## config.mk

```make
export PLATFORM = sky130hd
export DESIGN_NAME = posit_accumulator
export DESIGN_NICKNAME = d
export VERILOG_FILES = /design/src/rtl/posit_accumulator.sv
export SDC_FILE = /design/constraint.sdc
export NUM_CORES = 1
export LEC_CHECK = 0
export BUFFER_PORTS_ARGS = -buffer_cell sky130_fd_sc_hd__buf_4
export CORE_AREA = 2 2 98 138
export CTS_CLUSTER_DIAMETER = 80
export DETAILED_ROUTE_END_ITERATION = 10
export DIE_AREA = 0 0 100 140
export HOLD_SLACK_MARGIN = 0.08
export PLACE_DENSITY = 0.71
export SLEW_MARGIN = 20
export SYNTH_ARGS = -nofsm -noshare
export SYNTH_HDL_FRONTEND = slang
export SYNTH_SLANG_ARGS = --single-unit
```

## constraint.sdc

```tcl
create_clock -name clk -period 7.55 [get_ports clk]
set_input_delay 2.265 -clock clk [delete_from_list [all_inputs] [get_ports clk]]
set_output_delay 2.265 -clock clk [all_outputs]
set_load 0.05 [all_outputs]
```

## src/rtl/posit_accumulator.sv

```systemverilog
// posit_accumulator: sums the posit elements of each packet through an
// external posit adder, one addition in flight at a time.
// Ports:
//   clk, reset (async, active-high)
//   in_valid/in_ready/in_data/in_last : element input stream
//   add_in1/add_in2/add_start         : adder issue (running sum, element)
//   add_result/add_inf/add_done       : adder response
//   out_valid/out_ready/out_sum/out_inf/out_count : packet result stream
// Option: define POSIT_ACC_NAR_SKIP_EN to stop issuing additions once the
// running sum has become NaR; remaining elements are still counted.
module posit_accumulator #(
  parameter int NBITS = 32,
  parameter int CNT_W = 16
) (
  input  logic             clk,
  input  logic             reset,
  input  logic             in_valid,
  output logic             in_ready,
  input  logic [NBITS-1:0] in_data,
  input  logic             in_last,
  output logic [NBITS-1:0] add_in1,
  output logic [NBITS-1:0] add_in2,
  output logic             add_start,
  input  logic [NBITS-1:0] add_result,
  input  logic             add_inf,
  input  logic             add_done,
  output logic             out_valid,
  input  logic             out_ready,
  output logic [NBITS-1:0] out_sum,
  output logic             out_inf,
  output logic [CNT_W-1:0] out_count
);

  localparam logic [NBITS-1:0] NAR = {1'b1, {(NBITS-1){1'b0}}};
  localparam logic [CNT_W-1:0] ONE = {{(CNT_W-1){1'b0}}, 1'b1};

  typedef enum logic [1:0] {
    IDLE,
    ISSUE,
    WAIT,
    OUT
  } state_t;

  state_t           state_q;
  state_t           state_d;
  logic [NBITS-1:0] acc_q;
  logic [NBITS-1:0] opnd_q;
  logic [CNT_W-1:0] count_q;
  logic             inf_q;
  logic             last_q;

  logic hs_in;
  logic hs_out;
  logic done_ok;
  logic skip;
  logic busy;

  assign hs_in   = in_valid & in_ready;
  assign hs_out  = out_valid & out_ready;
  // A done pulse only counts while we are waiting for it; anything else
  // (e.g. a response to an issue cut short by reset) is stale.
  assign done_ok = (state_q == WAIT) & add_done;
  assign busy    = (state_q == ISSUE) | (state_q == WAIT);

`ifdef POSIT_ACC_NAR_SKIP_EN
  // NaR is absorbing: once the sum is NaR, further additions are pointless.
  assign skip = inf_q;
`else
  assign skip = 1'b0;
`endif

  always_comb begin
    state_d = state_q;
    unique case (state_q)
      IDLE: begin
        if (in_valid) begin
          if (skip) begin
            state_d = in_last ? OUT : IDLE;
          end else begin
            state_d = ISSUE;
          end
        end
      end
      ISSUE: state_d = WAIT;
      WAIT: begin
        if (add_done) begin
          state_d = last_q ? OUT : IDLE;
        end
      end
      OUT: begin
        if (out_ready) begin
          state_d = IDLE;
        end
      end
      default: state_d = IDLE;
    endcase
  end

  always_ff @(posedge clk or posedge reset) begin
    if (reset) begin
      state_q <= IDLE;
      acc_q   <= '0;
      opnd_q  <= '0;
      count_q <= '0;
      inf_q   <= 1'b0;
      last_q  <= 1'b0;
    end else begin
      state_q <= state_d;
      if (hs_in) begin
        opnd_q  <= in_data;
        last_q  <= in_last;
        count_q <= (&count_q) ? count_q : count_q + ONE;
      end
      if (done_ok) begin
        acc_q <= add_result;
        inf_q <= inf_q | add_inf;
      end
      if (hs_out) begin
        acc_q   <= '0;
        inf_q   <= 1'b0;
        count_q <= '0;
        last_q  <= 1'b0;
      end
    end
  end

  // Operands are driven from ISSUE through WAIT; acc and opnd cannot
  // change in that window, so they hold until the done pulse.
  always_comb begin
    in_ready  = (state_q == IDLE);
    add_start = (state_q == ISSUE);
    add_in1   = busy ? acc_q : '0;
    add_in2   = busy ? opnd_q : '0;
    out_valid = (state_q == OUT);
    out_sum   = '0;
    out_inf   = 1'b0;
    out_count = '0;
    if (state_q == OUT) begin
      out_sum   = inf_q ? NAR : acc_q;
      out_inf   = inf_q;
      out_count = count_q;
    end
  end

endmodule

```

# --- Word level (Yosys, flattened, before mapping) ---
# Index checks and enable logic that the tools add are counted.
totals:
  register_bits: 84
  input_bits: 71
  out_inout_bits: 116
  elab_cells: 45
op_classes:
  add_sub_neg: 1
  eq_ne: 7
  n_mux: 20
  bitwise: 5
  n_reduce_logical: 6
ops:
  columns: ["operator", "count"]
  rows:
  - ["$mux 32", 6]
  - ["$mux 16", 4]
  - ["$add 16x1->16 const B", 1]
  - ["$reduce_and 16->1", 1]
  - ["$mux 2", 4]
  - ["$pmux 2 s4", 1]
  - ["$ne 2x2->1 const B", 3]
  - ["$mux 1", 5]
  - ["$eq 2x2->1 const B", 2]
  - ["$reduce_bool 2->1", 2]
  - ["$and 1x1->1", 3]
  - ["$reduce_and 3->1", 1]
  - ["$eq 2x1->1 const B", 1]
  - ["$logic_not 2->1", 1]
  - ["$ne 2x1->1 const B", 1]
  - ["$or 1x1->1", 2]
  - ["$reduce_and 2->1", 1]

# --- Longest topological paths before layout ---
logic_depth:
  depth_word: 4
  mapped_depth: 7
  mapped_depth_nobuf: 6

# --- Worst setup path after synthesis ---
# OpenSTA, ideal clock, no wires.
synth_timing:
  path_kind: "register -> output"
  startpoint: "reg state_q[0]"
  endpoint: "out out_count[15]"
  arrival_ns: 1.844
  t_required_ns: 5.285
  path_slack_ns: 3.441
  stages_incl_launch_ff: 5
  path_buffers: 2
  cell_sequence: "dfrtp_1 ha_1 clkbuf_1 clkbuf_1 and2_1"
synth_via:
  elab_chain_cells: 2
synth_rtl:
  columns: ["element", "line_no", "text"]
  rows:
  - ["from (decl)", "44", "state_t state_q;"]
  - ["from (signal assigned)", "108", "state_q <= state_d;"]
  - ["$eq 2x2->1", null, null]
  - ["via out_valid", "27", "output logic out_valid,"]
  - ["$mux 16", "138", "if (state_q == OUT) begin"]
  - ["to (decl)", "31", "output logic [CNT_W-1:0] out_count"]
# The timed path passes the listed nets, and every way through them passes these cells.

# --- Final worst setup path ---
layout_timing:
  startpoint: "reg state_q[0]"
  endpoint: "out add_in1[16]"
layout_via:
  elab_chain_cells: 3
layout_rtl:
  columns: ["element", "line_no", "text"]
  rows:
  - ["$eq 2x1->1 or $eq 2x2->1 (tied branches)", "63", "assign busy = (state_q == ISSUE) | (state_q == WAIT);"]
  - ["$or 1x1->1 *", "63", null]
  - ["$mux 32 *", "132", "add_in1 = busy ? acc_q : '0;"]
  - ["to (decl)", "21", "output logic [NBITS-1:0] add_in1,"]
# Mark *: on every way between the ends. The rest lies on a longest branch, timed or not.

==> flow_summary.json <==
{
  "status": "finished, final reports clean",
  "place_ws_ps": 3160,
  "ys_warn_count": 0,
  "gp_congestion": 0.829,
  "clk_pin_slew_ps": 60,
  "synth_seq_cells": 84,
  "final_common_cell": "buf_4",
  "syn-instance-count": 526,
  "drc": 0,
  "grt_use_total": 0.171,
  "cts_buffers": 9,
  "drv_cap": 0,
  "overflow": 0,
  "routed_via_density": 4.82,
  "dr_total_vias": 4105,
  "start_kind": "flop",
  "nNetsFinal": 771,
  "setup-violations-final": 0,
  "cts_num_sinks": 84,
  "cp_data_required_time_ps": 5290,
  "hpwlAfterDp_microns": 8630,
  "synth_nets": 603,
  "core_area_sq_mm": 0.0128,
  "drv_slew": 0,
  "clockRootBuffer": "clkbuf_16",
  "power_mw": 3.04,
  "die_y_microns": 140,
  "antenna_found_initial": 0,
  "worstHoldStart": "opnd_q[24]",
  "clockBufferDepth": 2,
  "grt_pass1_vias": 4026,
  "grt_max_degree": 85,
  "cts_resized": 0,
  "syn_area_per_cell_sq_um": 8.36,
  "final_hold_viol_count": 0,
  "yosysUniqueCellTypes": 41,
  "worstPathMaxFanout": 33,
  "dieArea_sq_mm": 0.0140,
  "drt_iter0_markers": 79,
  "cts_tree": "done",
  "leakage_nw": 3.22,
  "max_freq_mhz": 213,
  "mostFrequentLayoutCells": "buf_4 (189), nand2_1 (169), and2_1 (112)",
  "worst_slew_pin_slew_ps": 1010,
  "detail_route.wl_per_cell_microns": 13.9,
  "final_critical_path_setup_slack_ps": 2860,
  "powerDensity_mw_per_mm2": 487,
  "diodes": 0,
  "syn-cell-area_sq_mm": 0.00440,
  "fillCellCount": 1223,
  "rsz0062_at_grt": "false",
  "async_flop_share": 1.00,
  "min_delay_path_depth": 2,
  "path_class": "flop to primary output",
  "max_stage_delay_ps": 810,
  "synth-edff-count": 0,
  "ant_nets": 0,
  "cts_hold_repair.buffers": 0,
  "ys.flop_type": "dfrtp_1",
  "arrival_ps": 2430,
  "firstDrtPassIters": 6,
  "rows": 49,
  "clkLatencyLatePin_ps": 330,
  "r2r_cells": 3,
  "cts_setup_buffers": 0,
  "h-tree-depth": 3,
  "fin_crit_sh": 0.621,
  "hold_path.class": "flop to flop",
  "slew_headroom": 0.321,
  "start_util": 0.345,
  "drive_above_1_share": 0.319,
  "crit_chain": "inv_1 -> ha_1 -> buf_4 -> and2_1 -> buf_4",
  "clock-skew-final_ps": 5.91,
  "io_pins": 187,
  "period_needed_ps": 4690,
  "setup_tns_ps": 0,
  "syn2layout_area_growth_pct": 42.0,
  "timing.hold.ws_ps": 466,
  "startpoint": "state_q[0]",
  "yosysSeqAreaShare": 0.478,
  "place.port_buffers": 186,
  "endpoint_kind": "primary output",
  "r2r_start": "state_q[1]",
  "finalWirelength_microns": 11900,
  "path_common_cell": "buf_4",
  "dieWidth_microns": 100,
  "grt_pass1_wl_microns": 19400,
  "peakVddDrop_v": 0.000281,
  "cp_slowest_cell": "ha_1"
}
[synth_stat cells (4+ instances only)]
cell type / n / area (sq um)
inv_1: 8 / 30.0
buf_1: 7 / 26.3
a21oi_1: 45 / 225
o21ai_0: 5 / 25.0
nand3_1: 4 / 20.0
and2_1: 114 / 713
or3_1: 7 / 43.8
ha_1: 6 / 75.1
clkbuf_1: 23 / 86.3
nand2_1: 171 / 642
nand4_1: 4 / 25.0
o21ai_1: 4 / 20.0
nor2_1: 4 / 15.0
dfrtp_1: 84 / 2100
[report_power, final]
part / leakage, nW / switching [mW] / internal, mW
Clock: 0.173 / 0.168 / 0.354
Sequential: 1.09 / 0.119 / 0.632
Combinational: 1.96 / 1.24 / 0.530
[layer usage]
layer / routed length [microns] / up-vias / track usage
met3: 845 / 8 / 0.0464
met2: 6160 / 150 / 0.305
li1: - / 2021 / -
met1: 4730 / 1926 / 0.200
met5: 0 / - / 0
met4: 120 / 0 / 0.0454
[state kept, by name, summed over array words and instances (netlist names)]
| signal | cells |
|---|---|
| count_q | 16 |
| state_q | 2 |
| last_q | 1 |
| acc_q | 32 |
| inf_q | 1 |
| opnd_q | 32 |
[critical path: cells and delay by family (launching register included)]
| kind | cells | cell delay (ps) |
|---|---|---|
| flip-flops | 1 | 410 |
| AND/OR/NAND/NOR | 1 | 180 |
| buffers and inverters | 3 | 680 |
| adder cells (fa/ha/maj) | 1 | 810 |
[path summary, 6_finish.rpt]
check	end	slack (ps)
max reg2reg	inf_q	5310
max in group asynchronous	inf_q	4880
min in group asynchronous	opnd_q[15]	2150
max	add_in1[16]	2860
min	opnd_q[24]	470
min reg2reg	opnd_q[24]	470
[area by class of cell]
type / count / area, sq um / area share
Tap cell: 153 / 191 / 0.0306
Timing Repair Buffer: 190 / 1430 / 0.229
Sequential cell: 84 / 2100 / 0.337
Clock inverter: 5 / 125 / 0.0200
Multi-Input combinational cell: 401 / 2140 / 0.342
Clock buffer: 10 / 229 / 0.0367
Inverter: 8 / 31.3 / 0.00501
[kinds of logic (layout without fill, tap and decap cells)]
kind of cell	Yosys count	after routing	share of synthesized area
AOI/OAI and AO/OA	68	68	0.0885
buffers and inverters	41	213	0.0378
xor gates and xnor gates	4	4	0.00797
DFF	84	84	0.478
adders and majority gates	6	6	0.0171
and+or+nand+nor	323	323	0.371
[through the flow]
| step | area, sq um | cells | utilization |
|---|---|---|---|
| floorplan | 4400 | 526 | - |
| global placement | 5880 | 836 | 0.461 |
| detailed placement | 5880 | 836 | 0.461 |
| CTS | 6240 | 851 | 0.489 |
| global route | 6250 | 851 | 0.490 |
| finish | 6250 | 851 | 0.490 |
Power figures use the tool's default switching activity.
